### src/rtl/sync_nff_gray_if.sv
// sync_nff_gray_if: pointer bundle between a gray source and its
// destination-domain synchroniser, plus the checker status/clear.
interface sync_nff_gray_if #(
  parameter int ASIZE = 4,
  parameter int NCH   = 1
);
  logic [NCH*ASIZE-1:0] src_ptr;
  logic [NCH*ASIZE-1:0] dest_ptr;
  logic [NCH*ASIZE-1:0] dest_bin;
  logic [NCH-1:0]       dest_chg;
  logic                 dest_vld;
  logic                 err_clr;
  logic [NCH-1:0]       err_flag;
  logic [7:0]           err_cnt;

  modport master (
    output src_ptr, err_clr,
    input  dest_ptr, dest_bin, dest_chg,
    input  dest_vld, err_flag, err_cnt
  );

  modport slave (
    input  src_ptr, err_clr,
    output dest_ptr, dest_bin, dest_chg,
    output dest_vld, err_flag, err_cnt
  );
endinterface

### src/rtl/sync_nff_gray.sv
// sync_nff_gray: NCH-channel STAGES-deep gray pointer synchroniser.
// Define SYNC_GRAY_CHECK_EN to build the single-bit-step checker.
module sync_nff_gray #(
  parameter int ASIZE  = 4,
  parameter int STAGES = 2,
  parameter int NCH    = 1
) (
  input logic           dest_clk,
  input logic           dest_rst,
  sync_nff_gray_if.slave bus
);
  localparam int W = NCH * ASIZE;
  localparam logic [2:0] PRIME_MAX = 3'(STAGES + 1);

  if (STAGES < 2 || STAGES > 4) begin : g_bad_stages
    $error("sync_nff_gray: STAGES must be 2..4");
  end

  logic [W-1:0]   sync_q [STAGES];
  logic [W-1:0]   dest_q;
  logic [W-1:0]   bin_d;
  logic [W-1:0]   bin_q;
  logic [NCH-1:0] chg_d;
  logic [NCH-1:0] chg_q;
  logic [2:0]     prime_q;
  logic           vld;
  logic           acc;

  assign vld = (prime_q == PRIME_MAX);

  // metastability chain; the last stage is the synchronised pointer
  always_ff @(posedge dest_clk or posedge dest_rst) begin
    if (dest_rst) begin
      for (int i = 0; i < STAGES; i++) sync_q[i] <= '0;
    end else begin
      sync_q[0] <= bus.src_ptr;
      for (int i = 1; i < STAGES; i++) sync_q[i] <= sync_q[i-1];
    end
  end

  // gray->binary by running xor from msb, and per-channel change detect
  always_comb begin
    bin_d = '0;
    chg_d = '0;
    acc   = 1'b0;
    for (int k = 0; k < NCH; k++) begin
      acc = 1'b0;
      for (int i = ASIZE - 1; i >= 0; i--) begin
        acc = acc ^ sync_q[STAGES-1][k*ASIZE+i];
        bin_d[k*ASIZE+i] = acc;
      end
      chg_d[k] = vld &&
        (sync_q[STAGES-1][k*ASIZE +: ASIZE] != dest_q[k*ASIZE +: ASIZE]);
    end
  end

  // post-stage registers: previous pointer, binary value, change pulse
  always_ff @(posedge dest_clk or posedge dest_rst) begin
    if (dest_rst) begin
      dest_q <= '0;
      bin_q  <= '0;
      chg_q  <= '0;
    end else begin
      dest_q <= sync_q[STAGES-1];
      bin_q  <= bin_d;
      chg_q  <= chg_d;
    end
  end

  // prime counter: saturates once the whole pipeline holds real samples
  always_ff @(posedge dest_clk or posedge dest_rst) begin
    if (dest_rst) begin
      prime_q <= '0;
    end else if (prime_q != PRIME_MAX) begin
      prime_q <= prime_q + 3'd1;
    end
  end

  assign bus.dest_ptr = sync_q[STAGES-1];
  assign bus.dest_bin = bin_q;
  assign bus.dest_chg = chg_q;
  assign bus.dest_vld = vld;

`ifdef SYNC_GRAY_CHECK_EN
  logic [NCH-1:0]   viol;
  logic [ASIZE-1:0] diff;
  logic [NCH-1:0]   flag_q;
  logic [7:0]       cnt_q;

  // more than one bit flipped between consecutive samples is a violation
  always_comb begin
    viol = '0;
    diff = '0;
    for (int k = 0; k < NCH; k++) begin
      diff = sync_q[STAGES-1][k*ASIZE +: ASIZE] ^ dest_q[k*ASIZE +: ASIZE];
      viol[k] = vld && (|(diff & (diff - ASIZE'(1))));
    end
  end

  // sticky flags and saturating counter; a fresh violation beats clear
  always_ff @(posedge dest_clk or posedge dest_rst) begin
    if (dest_rst) begin
      flag_q <= '0;
      cnt_q  <= '0;
    end else begin
      flag_q <= viol | (bus.err_clr ? '0 : flag_q);
      if (|viol) begin
        if (bus.err_clr)          cnt_q <= 8'd1;
        else if (cnt_q != 8'hff)  cnt_q <= cnt_q + 8'd1;
      end else if (bus.err_clr) begin
        cnt_q <= '0;
      end
    end
  end

  assign bus.err_flag = flag_q;
  assign bus.err_cnt  = cnt_q;
`else
  logic unused_err_clr;
  assign unused_err_clr = bus.err_clr;
  assign bus.err_flag   = '0;
  assign bus.err_cnt    = '0;
`endif
endmodule

### src/flat_wrapper.sv
// flat-port wrapper written by rule: the top's interface ports become plain ports
module sync_nff_gray_flat 
#(
  parameter int ASIZE  = 4,
  parameter int STAGES = 2,
  parameter int NCH    = 1
)
  (dest_clk, dest_rst, bus_src_ptr, bus_err_clr, bus_dest_ptr, bus_dest_bin, bus_dest_chg, bus_dest_vld, bus_err_flag, bus_err_cnt);
  sync_nff_gray_if #(.ASIZE(ASIZE), .NCH(NCH)) bus_i ();
  input logic dest_clk;
  input logic dest_rst;
  input wire logic [$bits(bus_i.src_ptr)-1:0] bus_src_ptr;
  input wire logic [$bits(bus_i.err_clr)-1:0] bus_err_clr;
  output wire logic [$bits(bus_i.dest_ptr)-1:0] bus_dest_ptr;
  output wire logic [$bits(bus_i.dest_bin)-1:0] bus_dest_bin;
  output wire logic [$bits(bus_i.dest_chg)-1:0] bus_dest_chg;
  output wire logic [$bits(bus_i.dest_vld)-1:0] bus_dest_vld;
  output wire logic [$bits(bus_i.err_flag)-1:0] bus_err_flag;
  output wire logic [$bits(bus_i.err_cnt)-1:0] bus_err_cnt;
  assign bus_i.src_ptr = bus_src_ptr;
  assign bus_i.err_clr = bus_err_clr;
  assign bus_dest_ptr = bus_i.dest_ptr;
  assign bus_dest_bin = bus_i.dest_bin;
  assign bus_dest_chg = bus_i.dest_chg;
  assign bus_dest_vld = bus_i.dest_vld;
  assign bus_err_flag = bus_i.err_flag;
  assign bus_err_cnt = bus_i.err_cnt;
  sync_nff_gray #(.ASIZE(ASIZE), .STAGES(STAGES), .NCH(NCH)) u_core (.dest_clk(dest_clk), .dest_rst(dest_rst), .bus(bus_i));
endmodule
### config.mk
export PLATFORM = sky130hd
export DESIGN_NAME = sync_nff_gray_flat
export DESIGN_NICKNAME = d
export VERILOG_FILES = /design/src/rtl/sync_nff_gray_if.sv /design/src/rtl/sync_nff_gray.sv /design/src/flat_wrapper.sv
export SDC_FILE = /design/constraint.sdc
export NUM_CORES = 1
export LEC_CHECK = 0
export CORE_ASPECT_RATIO = 0.9
export CORE_MARGIN = 2
export CORE_UTILIZATION = 48
export CTS_BUF_LIST = sky130_fd_sc_hd__clkbuf_8
export DETAILED_ROUTE_END_ITERATION = 6
export PLACE_DENSITY_LB_ADDON = 0.15
export SYNTH_ARGS = -nofsm -noshare
export SYNTH_HDL_FRONTEND = slang
export SYNTH_SLANG_ARGS = --single-unit
### constraint.sdc
create_clock -name dest_clk -period 1.9 [get_ports dest_clk]
set_input_delay 0.38 -clock dest_clk [delete_from_list [all_inputs] [get_ports dest_clk]]
set_output_delay 0.38 -clock dest_clk [all_outputs]
set_load 0.1 [all_outputs]
==> flow_summary_export.csv <==
group,metric,value,unit
timing,final-setup-viol-count,0,
synth,syn_area,736,um^2
die,rows,13,
grt,grt_pass1_wl,1280,um
die,start_util,50.8,%
layout,insertedDiodeCount,0,
drt,ant_nets,0,
setup_path,worstRegToRegCells,3,
synth,avgSynthCellArea,14.4,um^2
drt,drtIter0Drc,0,
setup_path,cp-end-kind,"output pin",
power_and_ir_drop,p_leak,0.442,nW
synth,synthCells,51,
layout,final_nets,75,
power_and_ir_drop,p_seq_share,45.3,%
synth,ys_top_cells_by_area,"dfrtp_1 (65%), buf_4 (14%), xor2_1 (4.8%)",
drt,avgRoutedWirePerCell,9.83,um
die,die_h,41.1,um
clock_tree,cts_sinks,19,
timing,rsz0062_at_grt,"false",
die,chipWidth,45.3,um
min_path,holdPathEnd,"u_core.bus.dest_ptr[0]$_DFF_PP0_",
grt,overflow,0,
die,ios,26,
drt,drt-total-wl,786,um
placement,io_buffers,15,
timing,layout_setup_ws,0.168,ns
power_and_ir_drop,total_power,977,uW
grt,grt_pass1_vias,288,
clock_tree,htreeDepth,1,
drt,drt_drc_violations_left,0,
placement,routabilityCongestion,0.624,
clock_tree,cts_tree,"done",
synth,synth-seq-cells,19,
power_and_ir_drop,clockPowerShare,26.1,%
grt,grt_busiest_layer,"met2",
grt,grt_use_met3,5.29,%
clock_tree,numCtsBuffers,3,
layout,drive_gt1_share,23.1,%
clock_tree,clockBufferDepth,2,
run_status,outcome,"complete, no violations",
grt,antenna_found_initial,0,
drt,firstDrtPassIters,1,
setup_path,r2r_end,"u_core.prime_q[1]$_DFFE_PP0N_",
grt,grt_usage,10.9,%
layout,final_cells,80,
setup_path,startpoint_type,"flop",
drt,num_vias,341,
setup_path,cp_max_fo,6,
power_and_ir_drop,p_sw_share,35.6,%
power_and_ir_drop,irDropWorstVdd,0.000703,V
grt,grt_max_degree,20,
clock_tree,cts-hold-fix-buffers,0,
min_path,whs_path_depth,0,
clock_tree,clock_latency,0.24,ns
min_path,hold_start,"u_core.sync_q[4]$_DFF_PP0_",
synth,yosysTopAreaCell,"dfrtp_1",
timing,skew,0.00126,ns
power_and_ir_drop,p_sw,348,uW
die,coreArea,1450,um^2
timing,final_hold_viol_count,0,
setup_path,crit_type,"reg -> out",
run,cap_viol_max_count,0,
timing,timing.final.crit_share,91.2,%
synth,yosys_warnings,0,
layout,fin_area,932,um^2
setup_path,cp_data_arrival_time,1.35,ns
clock_tree,cts_setup_buffers,0,
clock_tree,cts-root-buf,"clkbuf_8",
placement,dp_slack,0.434,ns
setup_path,timing.rr.start,"u_core.prime_q[0]$_DFFE_PP0N_",
power_and_ir_drop,pwr-share-comb,28.6,%
power_and_ir_drop,internal_power,629,uW
timing,maxSlewViolCount,0,
clock_tree,cts_resized,0,
timing,clock.fmax,577,MHz
synth,synth_cell_types,12,
power_and_ir_drop,cellPowerDensity,1050,nW/um^2
timing,period_needed,1.73,ns
layout,fillers,106,
placement,placedInstanceArea,887,um^2
layout,area_growth,26.7,%
grt,gr-usage-met1,13.4,%
clock_tree,cts.clk_slew.worst_paths,0.06,ns
die,dieArea,1860,um^2
drt,routed_via_density,4.26,
synth,synth_seq_area_share,64.6,%
grt,use_met2,15.4,%
timing,final.setup.tns,0,ns
placement,dp_cells,76,
min_path,hp-class,"reg -> reg",
synth,yosys.area.top_type_share,64.6,%
setup_path,required,1.52,ns
setup_path,rrSetupSlack,0.55,ns
placement,hpwlAfterDp,614,um
[synthesized netlist by cell type (all sizes together)]
| cell type | instances |
|---|---|
| dfrtp | 19 |
| buf | 14 |
| xor2 | 4 |
| inv | 3 |
| xnor2 | 3 |
| ha | 2 |
| conb | 1 |
| mux2 | 1 |
| nand2 | 1 |
| o21ai | 1 |
| o41a | 1 |
| xnor3 | 1 |
[area by class of cell]
type | count | area [um^2] | share of cell area, %
Clock buffer | 3 | 41.3 | 4.43
Clock inverter | 1 | 3.75 | 0.403
Inverter | 3 | 11.3 | 1.21
Multi-Input combinational cell | 23 | 174 | 18.7
Sequential cell | 19 | 475 | 51.0
Tap cell | 15 | 18.8 | 2.01
Timing Repair Buffer | 16 | 208 | 22.3
[critical path: stages (launching register included)]
cell and delay [ns]:
dfrtp_1 0.40, ha_1 0.21, ha_1 0.29, buf_12 0.21
[worst max-delay path by stage]
stage	endpoint	startpoint	cells after the start	slack, ns
2_1_floorplan	u_core.prime_q[1]$_DFFE_PP0N_	u_core.prime_q[0]$_DFFE_PP0N_	3	0.005
6_report	bus_dest_vld	u_core.prime_q[0]$_DFFE_PP0N_	3	0.17
5_1_grt	bus_dest_vld	u_core.prime_q[0]$_DFFE_PP0N_	3	0.1
4_1_cts	bus_dest_vld	u_core.prime_q[0]$_DFFE_PP0N_	3	0.14
3_5_place_dp	bus_dest_vld	u_core.prime_q[0]$_DFFE_PP0N_	3	0.43
3_3_place_gp	bus_dest_vld	u_core.prime_q[0]$_DFFE_PP0N_	3	0.44
[through the flow]
stage / hold slack (ns) / util (%)
floorplan: 0.331 / -
global placement: 0.332 / 61.3
detailed placement: 0.335 / 61.3
CTS: 0.349 / 64.4
global route: 0.355 / 64.4
finish: 0.348 / 64.4
[power groups by stage]
stage / registers [mW] / clock network [mW] / logic, mW
after floorplan: 0.527 / 0 / 0.165
after global placement: 0.450 / 0 / 0.280
after detailed placement: 0.451 / 0 / 0.281
after CTS: 0.443 / 0.271 / 0.281
after global routing: 0.446 / 0.283 / 0.289
final: 0.443 / 0.255 / 0.279
[registers in the layout, summed over array words and instances, names as in the netlist]
name	count
u_core.bus.dest_ptr	4
u_core.prime_q	3
u_core.bus.dest_bin	4
u_core.bus.dest_chg	1
u_core.dest_q	3
u_core.sync_q	4
[placed cells by master, fill, tap and decap left out, drive strengths merged]
cell type / instances
buf: 11
clkbuf: 3
clkdlybuf4s50: 5
nand2: 1
xnor2: 3
inv: 4
o41a: 1
ha: 2
dfrtp: 19
xor2: 4
o21ai: 1
xnor3: 1
conb: 9
mux2: 1
[cell families after synthesis]
family,Yosys count,synth area share (%)
compound gates,2,2.21
flops,19,64.6
other cells,1,0.510
xor+xnor,8,11.4
fa+ha+maj,2,3.40
simple gates,1,0.510
buf+inv,17,15.8
mux,1,1.53
[metal layers]
layer | up-vias | routed length [um]
li1 | 163 | -
met1 | 161 | 327
met2 | 17 | 388
met3 | 0 | 71
met4 | 0 | 0
met5 | - | 0
No activity file was read; power rests on OpenSTA's default activity.
